[src/rtl/vx_dcache_share_sched.sv]
// vx_dcache_share_sched
// Round-robin share of one dcache request/response port between NUM_REQS
// requesters. Reads are tagged {tag_in, sel}. Responses are routed back by sel.
// Each requester's outstanding reads are limited to MAX_PENDING.
// Ports:
//   req_*_in       requester-side request bundles, packed per requester
//   req_ready_in   per-requester accept (one-hot grant)
//   req_*_out      registered dcache request, accepted on req_ready_out
//   rsp_*_in       dcache response, accepted on rsp_ready_in
//   rsp_*_out      registered response; valid is one-hot, payload is broadcast
//   idle           nothing buffered and no reads outstanding
module vx_dcache_share_sched #(
  parameter int NUM_REQS     = 2,
  parameter int LANES        = 4,
  parameter int WORD_SIZE    = 4,
  parameter int ADDR_WIDTH   = 30,
  parameter int TAG_IN_WIDTH = 8,
  parameter int MAX_PENDING  = 16,
  localparam int SEL_BITS      = $clog2(NUM_REQS),
  localparam int TAG_OUT_WIDTH = TAG_IN_WIDTH + SEL_BITS,
  localparam int DW            = WORD_SIZE * 8
) (
  input  logic                                  clk,
  input  logic                                  reset,
  input  logic [NUM_REQS-1:0]                   req_valid_in,
  input  logic [NUM_REQS-1:0]                   req_rw_in,
  input  logic [NUM_REQS*LANES-1:0]             req_tmask_in,
  input  logic [NUM_REQS*LANES*WORD_SIZE-1:0]   req_byteen_in,
  input  logic [NUM_REQS*LANES*ADDR_WIDTH-1:0]  req_addr_in,
  input  logic [NUM_REQS*LANES*DW-1:0]          req_data_in,
  input  logic [NUM_REQS*TAG_IN_WIDTH-1:0]      req_tag_in,
  output logic [NUM_REQS-1:0]                   req_ready_in,
  output logic                                  req_valid_out,
  output logic                                  req_rw_out,
  output logic [LANES-1:0]                      req_tmask_out,
  output logic [LANES*WORD_SIZE-1:0]            req_byteen_out,
  output logic [LANES*ADDR_WIDTH-1:0]           req_addr_out,
  output logic [LANES*DW-1:0]                   req_data_out,
  output logic [TAG_OUT_WIDTH-1:0]              req_tag_out,
  input  logic                                  req_ready_out,
  input  logic                                  rsp_valid_in,
  input  logic [LANES-1:0]                      rsp_tmask_in,
  input  logic [LANES*DW-1:0]                   rsp_data_in,
  input  logic [TAG_OUT_WIDTH-1:0]              rsp_tag_in,
  output logic                                  rsp_ready_in,
  output logic [NUM_REQS-1:0]                   rsp_valid_out,
  output logic [NUM_REQS*LANES-1:0]             rsp_tmask_out,
  output logic [NUM_REQS*LANES*DW-1:0]          rsp_data_out,
  output logic [NUM_REQS*TAG_IN_WIDTH-1:0]      rsp_tag_out,
  input  logic [NUM_REQS-1:0]                   rsp_ready_out,
  output logic                                  idle
);

  localparam int CNT_W = $clog2(MAX_PENDING) + 1;

  logic [SEL_BITS-1:0]     rr_ptr;
  logic [CNT_W-1:0]        pend_cnt [NUM_REQS];
  logic [NUM_REQS-1:0]     elig;
  logic [NUM_REQS-1:0]     grant_oh;
  logic [NUM_REQS-1:0]     inc;
  logic [NUM_REQS-1:0]     dec;
  logic [SEL_BITS-1:0]     grant_idx;
  logic [SEL_BITS-1:0]     cand;
  logic                    grant_found;
  logic                    can_acc;
  logic                    req_fire;

  logic                    rsp_v_q;
  logic [SEL_BITS-1:0]     sel_q;
  logic [LANES-1:0]        rsp_tmask_q;
  logic [LANES*DW-1:0]     rsp_data_q;
  logic [TAG_IN_WIDTH-1:0] rsp_tag_q;
  logic                    rsp_fire;

  // Writes bypass the pending limit since they never return a response.
  always_comb begin
    elig = '0;
    for (int unsigned i = 0; i < NUM_REQS; i++) begin
      elig[i] = req_valid_in[i] && (req_rw_in[i] || (pend_cnt[i] < CNT_W'(MAX_PENDING)));
    end
  end

  // First eligible requester at or after rr_ptr; NUM_REQS is a power of two so the sum wraps.
  always_comb begin
    grant_found = 1'b0;
    grant_idx   = '0;
    cand        = '0;
    for (int unsigned k = 0; k < NUM_REQS; k++) begin
      cand = rr_ptr + SEL_BITS'(k);
      if (!grant_found && elig[cand]) begin
        grant_found = 1'b1;
        grant_idx   = cand;
      end
    end
  end

  assign can_acc  = !req_valid_out || req_ready_out;
  assign req_fire = can_acc && grant_found;

  always_comb begin
    grant_oh = '0;
    if (req_fire) grant_oh[grant_idx] = 1'b1;
  end

  assign req_ready_in = grant_oh;
  assign inc          = grant_oh & ~req_rw_in;
  assign dec          = rsp_valid_out & rsp_ready_out;

  always_ff @(posedge clk or posedge reset) begin
    if (reset) begin
      rr_ptr         <= '0;
      req_valid_out  <= 1'b0;
      req_rw_out     <= 1'b0;
      req_tmask_out  <= '0;
      req_byteen_out <= '0;
      req_addr_out   <= '0;
      req_data_out   <= '0;
      req_tag_out    <= '0;
    end else if (req_fire) begin
      rr_ptr         <= grant_idx + SEL_BITS'(1);
      req_valid_out  <= 1'b1;
      req_rw_out     <= req_rw_in[grant_idx];
      req_tmask_out  <= req_tmask_in[grant_idx*LANES +: LANES];
      req_byteen_out <= req_byteen_in[grant_idx*LANES*WORD_SIZE +: LANES*WORD_SIZE];
      req_addr_out   <= req_addr_in[grant_idx*LANES*ADDR_WIDTH +: LANES*ADDR_WIDTH];
      req_data_out   <= req_data_in[grant_idx*LANES*DW +: LANES*DW];
      req_tag_out    <= {req_tag_in[grant_idx*TAG_IN_WIDTH +: TAG_IN_WIDTH], grant_idx};
    end else if (req_ready_out) begin
      req_valid_out  <= 1'b0;
    end
  end

  assign rsp_ready_in = !rsp_v_q || rsp_ready_out[sel_q];
  assign rsp_fire     = rsp_valid_in && rsp_ready_in;

  always_ff @(posedge clk or posedge reset) begin
    if (reset) begin
      rsp_v_q     <= 1'b0;
      sel_q       <= '0;
      rsp_tmask_q <= '0;
      rsp_data_q  <= '0;
      rsp_tag_q   <= '0;
    end else if (rsp_fire) begin
      rsp_v_q     <= 1'b1;
      sel_q       <= rsp_tag_in[SEL_BITS-1:0];
      rsp_tmask_q <= rsp_tmask_in;
      rsp_data_q  <= rsp_data_in;
      rsp_tag_q   <= rsp_tag_in[TAG_OUT_WIDTH-1:SEL_BITS];
    end else if (rsp_v_q && rsp_ready_out[sel_q]) begin
      rsp_v_q     <= 1'b0;
    end
  end

  always_comb begin
    rsp_valid_out = '0;
    if (rsp_v_q) rsp_valid_out[sel_q] = 1'b1;
  end

  assign rsp_tmask_out = {NUM_REQS{rsp_tmask_q}};
  assign rsp_data_out  = {NUM_REQS{rsp_data_q}};
  assign rsp_tag_out   = {NUM_REQS{rsp_tag_q}};

  always_ff @(posedge clk or posedge reset) begin
    if (reset) begin
      for (int unsigned i = 0; i < NUM_REQS; i++) pend_cnt[i] <= '0;
    end else begin
      for (int unsigned i = 0; i < NUM_REQS; i++) begin
        if (inc[i] && !dec[i]) begin
          pend_cnt[i] <= pend_cnt[i] + CNT_W'(1);
        end else if (dec[i] && !inc[i] && (pend_cnt[i] != '0)) begin
          pend_cnt[i] <= pend_cnt[i] - CNT_W'(1);
        end
      end
    end
  end

  always_comb begin
    idle = !req_valid_out && !rsp_v_q;
    for (int unsigned i = 0; i < NUM_REQS; i++) begin
      if (pend_cnt[i] != '0) idle = 1'b0;
    end
  end

  for (genvar gi = 0; gi < NUM_REQS; gi++) begin : g_underflow_chk
    a_no_underflow : assert property (@(posedge clk) disable iff (reset)
      !(dec[gi] && (pend_cnt[gi] == '0)));
  end

endmodule

[config.mk]
export PLATFORM = sky130hd
export DESIGN_NAME = vx_dcache_share_sched
export DESIGN_NICKNAME = d
export VERILOG_FILES = /design/src/rtl/vx_dcache_share_sched.sv
export SDC_FILE = /design/constraint.sdc
export NUM_CORES = 1
export LEC_CHECK = 0
export CORE_AREA = 3 3 486 488
export CTS_BUF_LIST = sky130_fd_sc_hd__clkbuf_8
export DETAILED_ROUTE_END_ITERATION = 8
export DIE_AREA = 0 0 489 491
export GPL_ROUTABILITY_DRIVEN = 0
export PLACE_DENSITY = 0.35
export SYNTH_ARGS = -nofsm -noshare
export SYNTH_HDL_FRONTEND = slang
export SYNTH_SLANG_ARGS = --single-unit
[constraint.sdc]
create_clock -name clk -period 13.5 [get_ports clk]
set_input_delay 1.35 -clock clk [delete_from_list [all_inputs] [get_ports clk]]
set_output_delay 1.35 -clock clk [all_outputs]
set_load 0.005 [all_outputs]
==> results_tabular.tex <==
\begin{tabular}{lr}
\hline
Metric & Value \\
\hline
\multicolumn{2}{l}{\textbf{Setup path}} \\
Type of destination of the critical path & output port \\
R2R Path Start & pend\_cnt[9]\$\_DFFE\_PP0P\_ \\
Length in cells of the worst reg-to-reg path & 9 \\
Worst-path maximum fanout & 43 \\
Critical path startpoint category & input pin \\
Crit Path Category & in2out \\
Reg-to-reg endpoint & req\_data\_out[92]\$\_DFFE\_PP0N\_ \\
CP Buf/Inv Count & 3 \\
Arrival time of data at the critical path endpoint & 3.44 ns \\
Required @ worst endpoint & roughly 12 ns \\
Critical Path, Cell by Cell & clkdlybuf4s50\_1 -> nand2b\_1 -> o311ai\_4 -> nor2\_4 -> buf\_4 -> clkdlybuf4s50\_1 \\
Reg2Reg Setup Slack & a little under 10 ns \\
Most frequent CP cell & clkdlybuf4s50\_1 \\
Slowest library cell on the worst path & clkdlybuf4s50\_1 \\
Instance count on the critical path & 6 \\
Delay contributed by the slowest stage of the critical path & roughly 0.65 ns \\
Crit-path leading delay family & buffers and inverters \\
\multicolumn{2}{l}{\textbf{Power and ir drop}} \\
Share of total power consumed by net switching & 35.59\% \\
Maximum vdd drop & approximately 0.062 mV \\
Power spent charging and discharging nets & around 2200 µW \\
Share of total power in sequential cells & a little over a third \\
PD cells & 169.9 nW/µm² \\
Leak Pwr & 0.01450 µW \\
Part of the total power dissipated in the clock network & between 20 and 30\% \\
Cell-internal power & 3923 µW \\
Combinational Power Share & between 30\% and 40\% \\
\multicolumn{2}{l}{\textbf{Logic synthesis}} \\
Synth top area share & around 57\% \\
Post-synthesis net count & $\sim$2400 \\
Largest area contributor in the netlist & dfrtp\_1 \\
Dominant cell by count in the synthesized netlist & nand2\_1 \\
Number of flops mapped to enable cells by yosys & 0 \\
Post-Synthesis Mean Instance Area & roughly 11 µm² \\
Most instantiated flip-flop cell in the synthesis netlist & dfrtp\_1 \\
Warnings, synthesis & 0 \\
Leading cell types by total area after synthesis & dfrtp\_1 57\%, nand2\_1 11\%, a22oi\_1 11\% \\
Cell area after synthesis & between 15000 and 20000 µm² \\
List of most frequent post-synthesis cells & 560 x nand2\_1, 432 x dfrtp\_1, 277 x a22oi\_1 \\
Library cells used by synthesis & 41 \\
Post-Syn Instances & between 1500 and 2000 \\
Flop and latch count out of synthesis & between 400 and 500 \\
Share of synthesized area occupied by flip-flops and latches & a little under three fifths \\
Fraction of synthesis flops using an asynchronous set or reset pin & between 90\% and 100\% \\
\multicolumn{2}{l}{\textbf{Floorplan}} \\
Die width & between 400 and 500 µm \\
Area enclosed by the die boundary & between 200000 and 250000 µm² \\
Vertical die dimension & 491 µm \\
Core region area & 232300 µm² \\
I/O pin count & roughly 1300 \\
Starting density of the core & 8.126\% \\
Site Rows & around 180 \\
\multicolumn{2}{l}{\textbf{Timing}} \\
Smallest hold slack & 0.4606 ns \\
Setup TNS after final layout & 0 ns \\
Slew Limit Headroom & 28.87\% \\
Maximum clock rate & between 200 and 250 MHz \\
Final Worst Setup Slack & about 8.7 ns \\
Number of hold violations in the final report & 0 \\
Unrepaired setup endpoints after global routing & false \\
Slew of the pin with the lowest slew margin & approximately 1.1 ns \\
Final max-slew violation count & 0 \\
Endpoints failing setup & 0 \\
Post-route fraction of the period consumed by the critical path & 35.48\% \\
Time the final worst path needs with I/O delays and setup & 4.790 ns \\
Layout Skew & around 0.049 ns \\
\multicolumn{2}{l}{\textbf{GRT}} \\
First-pass GRT wire length & $\sim$160 mm \\
Antenna violations before repair & 36 \\
Maximum number of pins on one net before global-route repair & 150 \\
Remaining global-route overflow & 0 \\
Via count of the first global-routing pass & $\sim$19000 \\
Total global-route track usage & 10.04\% \\
\multicolumn{2}{l}{\textbf{Drt}} \\
Antenna-violating nets left & 0 \\
Number of vias per cell after detailed routing & approximately 3.0 \\
DRC marker count from the first detailed-route iteration & between 800 and 900 \\
Detailed-route wire length & 126.0 mm \\
Average routed wire per standard cell & approximately 21 µm \\
TritonRoute pass-1 iters & 7 \\
DRC violation count after routing & 0 \\
Detailed-route via count & about 18000 \\
\multicolumn{2}{l}{\textbf{Clock tree}} \\
Number of buffers between clock root and the deepest sink & 3 \\
TritonCTS clock tree & done \\
Post-CTS repair timing setup buffer count & 0 \\
CTS Buf Count & a little over 90 \\
Sink count of the clock tree & between 400 and 500 \\
Cells resized by post-CTS repair & 0 \\
Number of hold buffers added after CTS & 0 \\
Clock transition at the registers of the reported paths & approximately 0.050 ns \\
Cell at the root of the clock tree & clkbuf\_8 \\
Clk Latency, worst-skew pair & $\sim$0.81 ns \\
H-tree levels & 3 \\
\multicolumn{2}{l}{\textbf{Layout}} \\
Area delta synth->final & 89.93\% \\
Design Area, Final & between 30000 and 40000 µm² \\
Fraction of final layout cells sized beyond drive strength 1 & under 10\% \\
Final-stage net count & between 3000 and 4000 \\
\multicolumn{2}{l}{\textbf{Hold path}} \\
Hold depth & 2 \\
Hold endpoint & req\_addr\_out[50]\$\_DFFE\_PP0N\_ \\
Beginning of the worst hold path & req\_addr\_out[50]\$\_DFFE\_PP0N\_ \\
Tightest Hold Check Type & reg2reg \\
\multicolumn{2}{l}{\textbf{Placement}} \\
Hpwl dp & about 100 mm \\
Port buffer count & 1267 \\
DP Area & about 34000 µm² \\
Worst slack after detailed placement & approximately 8 ns \\
\multicolumn{2}{l}{\textbf{Status}} \\
Status & completed \\
\multicolumn{2}{l}{\textbf{Job}} \\
Max-cap violations & 0 \\
\hline
\end{tabular}
worst min-delay path, stage by stage, from the launching register on:
cell	delay, ns
dfrtp_1	0.33
nand2_1	0.05
nand2_1	0.05
worst max-delay path by stage:
stage                            start                            to  slack [ns]
after floorplan                  reset       pend_cnt[0]$_DFFE_PP0P_        0.12
after global placement    req_rw_in[1]  req_data_out[83]$_DFFE_PP0N_        8.30
after detailed placement  req_rw_in[1]  req_data_out[92]$_DFFE_PP0N_        8.24
after CTS                 req_rw_in[1]               req_ready_in[1]        8.64
after global routing      req_rw_in[1]               req_ready_in[1]        8.55
final                     req_rw_in[1]               req_ready_in[1]        8.71
routing by layer:
layer	up-vias	track usage [%]	wire length (µm)
met5	-	0	180
met4	32	4.490	4918
met3	195	5.421	16330
met2	964	15.57	55800
li1	8099	-	-
met1	8535	11.27	48750
cell usage in the layout (no fill, tap or decap), drive strengths merged, types with 4 or more instances in the layout:
master / netlist / final
nand2: 561 / 561
clkinv: 0 / 8
ha: 6 / 6
diode: 0 / 22
dfrtp: 432 / 432
inv: 2 / 35
clkdlybuf4s50: 0 / 1267
nand2b: 4 / 4
xor2: 6 / 6
a21o: 7 / 7
mux2: 146 / 146
buf: 234 / 18
a21oi: 4 / 4
a22oi: 277 / 277
nor2: 5 / 5
clkbuf: 14 / 120
cell families (layout without fill, tap and decap cells):
group	Yosys count	count (layout)	share of synthesized area, %
simple gates	585	585	12.01
other cells	0	22	0
buf+inv	250	1452	9.081
xor+xnor	8	8	0.3712
flops	432	432	57.27
fa+ha+maj	8	8	0.6098
compound gates	296	296	11.84
mux	148	148	8.816
flip-flops by register name, indices dropped and copies added (netlist names), 4 cells and up:
signal,count
req_data_out,128
rsp_data_q,128
req_addr_out,120
req_byteen_out,16
pend_cnt,10
req_tag_out,9
rsp_tag_q,8
req_tmask_out,4
rsp_tmask_q,4
final cells by class:
cell class | count | area (µm²)
inverter | 2 | 15.01
clock inverter | 45 | 294.0
fill | 26160 | 196500
tap | 3043 | 3807
multi-input combinational | 1045 | 6364
antenna | 22 | 55.05
sequential | 432 | 10810
timing repair buffer | 1285 | 12850
clock buffer | 120 | 1652
through the flow:
step	std cells	utilization, %	total power [µW]
after CTS	5972	15.41	6299
after global placement	5807	14.57	4671
final	5994	15.43	6092
after detailed placement	5807	14.57	4659
after floorplan	1727	-	2856
after global routing	5980	15.42	6538
power by group through the flow:
stage                     clock network, µW  registers (µW)  logic, µW
after global placement                    0            2160       2510
after floorplan                           0            2050        807
after detailed placement                  0            2170       2490
final                                  1520            2140       2420
after global routing                   1680            2220       2650
after CTS                              1640            2160       2500
Power figures use the tool's default switching activity.
